===== config.mk =====
export PLATFORM = sky130hd
export DESIGN_NAME = seven_segment_value_loader
export DESIGN_NICKNAME = d
export VERILOG_FILES = /design/src/rtl/seven_segment_value_loader.sv
export SDC_FILE = /design/constraint.sdc
export NUM_CORES = 1
export LEC_CHECK = 0
export CAP_MARGIN = 20
export CORE_MARGIN = 4
export CORE_UTILIZATION = 60
export CTS_CLUSTER_DIAMETER = 50
export DETAILED_ROUTE_END_ITERATION = 12
export DONT_BUFFER_PORTS = 1
export PLACE_DENSITY = 0.76
export SLEW_MARGIN = 0
export SYNTH_ARGS = -nofsm -noshare
export SYNTH_HDL_FRONTEND = slang
export SYNTH_SLANG_ARGS = --single-unit

===== constraint.sdc =====
create_clock -name clk -period 2.09 [get_ports clk]
set_input_delay 0.209 -clock clk [delete_from_list [all_inputs] [get_ports clk]]
set_output_delay 0.209 -clock clk [all_outputs]
set_load 0.05 [all_outputs]

===== src/rtl/seven_segment_value_loader.sv =====
// Loads a binary value into the three seven-segment digit registers.
// The value is converted to BCD by serial double-dabble and committed only on a scan-frame tick.
module seven_segment_value_loader #(
  parameter int         BIN_WIDTH     = 10,
  parameter bit         BLANK_LEADING = 1'b1,
  parameter logic [3:0] BLANK_CODE    = 4'hF,
  parameter logic [3:0] ERR_CODE      = 4'hE
) (
  input  logic                 clk,
  input  logic                 rst_n,
  input  logic                 in_valid,
  output logic                 in_ready,
  input  logic [BIN_WIDTH-1:0] in_value,
  input  logic                 frame_tick,
  output logic [3:0]           led1_display_value,
  output logic [3:0]           led2_display_value,
  output logic [3:0]           led3_display_value,
  output logic                 busy,
  output logic                 overflow
);

  localparam logic [3:0] LEAD_RST = BLANK_LEADING ? BLANK_CODE : 4'h0;
  localparam logic [4:0] LAST_BIT = 5'(BIN_WIDTH - 1);

  typedef enum logic [1:0] {IDLE, CONVERT, WAIT_FRAME} state_t;

  state_t                state_q, state_d;
  logic [BIN_WIDTH-1:0]  bin_q, bin_d;
  logic [19:0]           bcd_q, bcd_d;
  logic [4:0]            cnt_q, cnt_d;
  logic                  ovf_pend_q, ovf_pend_d;
  logic [3:0]            led1_q, led1_d, led2_q, led2_d, led3_q, led3_d;
  logic                  overflow_q, overflow_d;

  logic [19:0] adj;
  logic [16:0] in_ext;
  logic [3:0]  hund, tens, units;

  assign in_ext = 17'(in_value);
  assign hund   = bcd_q[11:8];
  assign tens   = bcd_q[7:4];
  assign units  = bcd_q[3:0];

  assign in_ready           = (state_q == IDLE);
  assign busy               = ~in_ready;
  assign overflow           = overflow_q;
  assign led1_display_value = led1_q;
  assign led2_display_value = led2_q;
  assign led3_display_value = led3_q;

  always_comb begin
    // NOTE: every variable gets a default first, so no path can infer a latch.
    state_d    = state_q;
    bin_d      = bin_q;
    bcd_d      = bcd_q;
    cnt_d      = cnt_q;
    ovf_pend_d = ovf_pend_q;
    led1_d     = led1_q;
    led2_d     = led2_q;
    led3_d     = led3_q;
    overflow_d = overflow_q;

    // Double-dabble correction: any nibble >= 5 would carry wrongly after the shift.
    adj = bcd_q;
    for (int i = 0; i < 5; i++) begin
      if (bcd_q[4*i +: 4] >= 4'd5) adj[4*i +: 4] = bcd_q[4*i +: 4] + 4'd3;
    end

    unique case (state_q)
      IDLE: begin
        if (in_valid) begin
          bin_d      = in_value;
          ovf_pend_d = (in_ext > 17'd999);
          bcd_d      = '0;
          cnt_d      = '0;
          state_d    = CONVERT;
        end
      end
      CONVERT: begin
        bcd_d = {adj[18:0], bin_q[BIN_WIDTH-1]};
        bin_d = {bin_q[BIN_WIDTH-2:0], 1'b0};
        cnt_d = cnt_q + 5'd1;
        if (cnt_q == LAST_BIT) state_d = WAIT_FRAME;
      end
      WAIT_FRAME: begin
        if (frame_tick) begin
          overflow_d = ovf_pend_q;
          state_d    = IDLE;
          if (ovf_pend_q) begin
            led1_d = ERR_CODE;
            led2_d = ERR_CODE;
            led3_d = ERR_CODE;
          end else begin
            led1_d = (BLANK_LEADING && hund == 4'h0) ? BLANK_CODE : hund;
            led2_d = (BLANK_LEADING && hund == 4'h0 && tens == 4'h0) ? BLANK_CODE : tens;
            led3_d = units;
          end
        end
      end
      default: state_d = IDLE;
    endcase
  end

  // NOTE: reset is sampled on the clock edge only; rst_n is not in the sensitivity list.
  always_ff @(posedge clk) begin
    // NOTE: sequential state uses non-blocking assignments so all registers update together.
    if (!rst_n) begin
      state_q    <= IDLE;
      bin_q      <= '0;
      bcd_q      <= '0;
      cnt_q      <= '0;
      ovf_pend_q <= 1'b0;
      led1_q     <= LEAD_RST;
      led2_q     <= LEAD_RST;
      led3_q     <= 4'h0;
      overflow_q <= 1'b0;
    end else begin
      state_q    <= state_d;
      bin_q      <= bin_d;
      bcd_q      <= bcd_d;
      cnt_q      <= cnt_d;
      ovf_pend_q <= ovf_pend_d;
      led1_q     <= led1_d;
      led2_q     <= led2_d;
      led3_q     <= led3_d;
      overflow_q <= overflow_d;
    end
  end

endmodule


==> results.md <==
* Met1 Track Usage GR at 0.217
* Synth top cells by count: dfxtp_1 (43), nand2_1 (24), nor2_1 (19), o21ai_0 (19), a21boi_0 (14)
* Final Hold Vio Count at 0
* Clock power share at 0.300
* Mapped Cells at 235
* Starting Density at 0.644
* Die Y at 65.9 um
* Sequential area share after synthesis at 0.428
* Detailed Place HPWL at 2.84 mm
* Post-route DRC at 0
* Largest net degree at the start of global routing at 28
* Cell variety after synth at 41
* Clock buffer count from CTS at 5
* Diode count at 0
* DRT Pass-1 Iters at 4
* Pwr Density at 709 nW/um2
* Ys flop type: dfxtp_1
* Post-synth EDFFs at 0
* Worst reg2reg path startpoint: bcd_q[1]$_SDFFE_PN0P_
* Initial antenna violation count at 0
* Max Slew Vio Count at 0
* DR vias at 1655
* Tightest Pin Transition at 767 ps
* TritonCTS clock tree: done
* Peak VDD IR at 0.643 mV
* Final Wtd Congestion at 0.845
* Core area at 3130 um2
* Worst-Skew Late Latency at 350 ps
* Per-cell routed wire length at 14.3 um
* Critical path data arrival time at 1530 ps
* # setup viols final at 0
* Crit path capture: in_ready
* Top cell type's share of synthesized area at 0.428
* # IOs at 29
* Root Driver: clkbuf_4
* Most common cell in the netlist: dfxtp_1
* Crit. End Element: output pin
* Outcome: finished clean
* Final ANT Viol Nets at 0
* Setup TNS at 0 ps
* Number of port buffers at 0
* Mapped Avg Cell Area at 8.57 um2
* CTS resizes at 0
* Die width at 65.9 um
* FILL cells at 279
* Final WL at 4.02 mm
* #FFs+latches synth at 43
* Post-Syn Nets at 258
* Top cells by area, synth: dfxtp_1 (43%), ha_1 (5.6%), a21boi_0 (5.2%), o21ai_0 (4.7%), nand2_1 (4.5%)
* CTS Buffer Depth at 2
* Vias in the first global route at 1659
* Share of cells above drive strength 1 at 0.0717
* # H-tree levels at 2
* Final Cycle Share at 0.830
* Synthesized area at 2010 um2
* Fraction of registers with async set/reset at 0
* Final min period at 1730 ps
* First-pass GRT wire length at 6.76 mm
* Internal power at 1110 uW
* Layout Skew at 13.0 ps
* GRT Overall Usage at 0.199
* Vias per cell at 5.89
* Critical-path maximum fanout at 7
* MaxCap Viol Count at 0
* RR Endpoint: bcd_q[2]$_SDFFE_PN0P_
* CP required at 1880 ps
* CP startpoint: state_q[0]$_SDFFE_PN0P_
* Fmax at 577 MHz
* Busiest grt layer: met2
* Final Core Density at 0.685
* Leakage power at 0.000790 uW
* Die area at 4350 um2
* Switching pwr at 413 uW
* Reg power frac at 0.581
* RSZ-0062 raised after global routing: no
* Worst min path class: in -> reg
* Final hold slack at 3.20 ps
* Worst r2r path cells at 6
* Final net count at 259
* Sw Share at 0.272
* R2R Setup Slk at 400 ps
* Area Growth Syn to Fin at 6.46%
* Slew HR at 0.487
* Logic pwr share at 0.119
* Met2 usage at 0.358
* CP Class: reg -> out
* Startpoint types: register
* Yosys warnings at 0
* M3 GR Usage at 0.0493
* Initial DRC Count at 114
* Std cell rows at 20
* Clk sinks at 43
* Total global routing overflow at 0
* Clock-pin slew on the worst setup and hold paths at 120 ps
* Area leader, netlist: dfxtp_1
[through the flow]
| stage | instance area, um2 | worst slack, ps | total power [uW] | std cells |
|---|---|---|---|---|
| 2_1_floorplan | 2010 | 616 | 1050 | 235 |
| 3_3_place_gp | 2030 | 506 | 1060 | 269 |
| 3_5_place_dp | 2030 | 427 | 1070 | 269 |
| 4_1_cts | 2120 | 345 | 1520 | 279 |
| 5_1_grt | 2140 | 240 | 1600 | 281 |
| 6_report | 2140 | 356 | 1520 | 281 |
[final cells by class]
type                    count  area, um2  area share
multi-input cells         168       1050       0.489
flip-flops and latches     43        861       0.402
repair buffers              8       70.1      0.0327
clock buffers               7       65.1      0.0304
well taps                  44       55.1      0.0257
inverters                  10       37.5      0.0175
clock inverters             1       7.51     0.00350
[metal layers]
| layer | vias to the layer above | share of wire | routed length (um) |
|---|---|---|---|
| li1 | 827 | - | - |
| met1 | 781 | 0.44 | 1780 |
| met2 | 39 | 0.49 | 1960 |
| met3 | 8 | 0.048 | 192 |
| met4 | 0 | 0.022 | 88 |
| met5 | - | 0 | 0 |
[timing repair]
| action | CTS | global route |
|---|---|---|
| buffers inserted | 0 | 0 |
| hold buffers | 2 | 2 |
| endpoints found under the hold margin | 28 | 5 |
[flip-flops by register name (all words and copies together), names as in the netlist]
register and cells:
bcd_q 12, bin_q 10, cnt_q 5, led1_display_value 4
led2_display_value 4, led3_display_value 4, overflow 1, ovf_pend_q 1
state_q 2
[cells by family after synthesis]
group	after synthesis	share of synthesized area
buffers and inverters	24	0.0522
adder cells (fa/ha/maj)	9	0.0559
XOR/XNOR	4	0.0174
AND/OR/NAND/NOR	88	0.226
flip-flops	43	0.428
AO/OA/AOI/OAI	64	0.205
multiplexers	3	0.0162
[critical path, cell delays in order (launching register included)]
cell and delay, ps:
dfxtp_1 360, or2_2 450, inv_1 380
[worst min path at each step]
stage                      startpoint                                  to  slack (ps)  cells past startpoint
after floorplan           in_value[0]               bin_q[0]$_SDFFE_PN0P_         350                      2
after detailed placement        rst_n  led2_display_value[3]$_SDFFE_PN1P_         300                      1
after global placement          rst_n  led1_display_value[1]$_SDFFE_PN1P_         290                      1
after global routing            rst_n               overflow$_SDFFE_PN0P_           2                      1
after CTS                       rst_n  led3_display_value[1]$_SDFFE_PN0P_         0.3                      1
final                           rst_n               overflow$_SDFFE_PN0P_           3                      1
[placed cells by master, fill, tap and decap left out, types with 3 or more instances in the layout]
cell type / synthesis / layout
dfxtp_1: 43 / 43
xnor2_1: 3 / 3
inv_1: 10 / 10
dlygate4sd3_1: 0 / 4
and3_1: 4 / 4
nor3b_1: 7 / 7
nor2b_1: 3 / 3
clkbuf_4: 0 / 5
o21ai_0: 19 / 19
nor2_1: 19 / 19
a31oi_1: 3 / 3
nor3_1: 6 / 6
a21oi_1: 9 / 9
a21boi_0: 14 / 14
nand2_1: 24 / 24
a22oi_1: 9 / 9
nand2b_1: 5 / 5
ha_1: 9 / 9
o21a_1: 3 / 3
nand3_1: 4 / 4
nand4_1: 5 / 5
buf_4: 0 / 4
[power by group through the flow]
stage / sequential, uW / combinational [uW] / clock (uW)
after floorplan: 897 / 151 / 0
after global placement: 900 / 163 / 0
after detailed placement: 902 / 166 / 0
after CTS: 883 / 175 / 464
after global routing: 889 / 200 / 507
final: 883 / 180 / 456
Note: power is estimated with default switching activity, not from simulation.
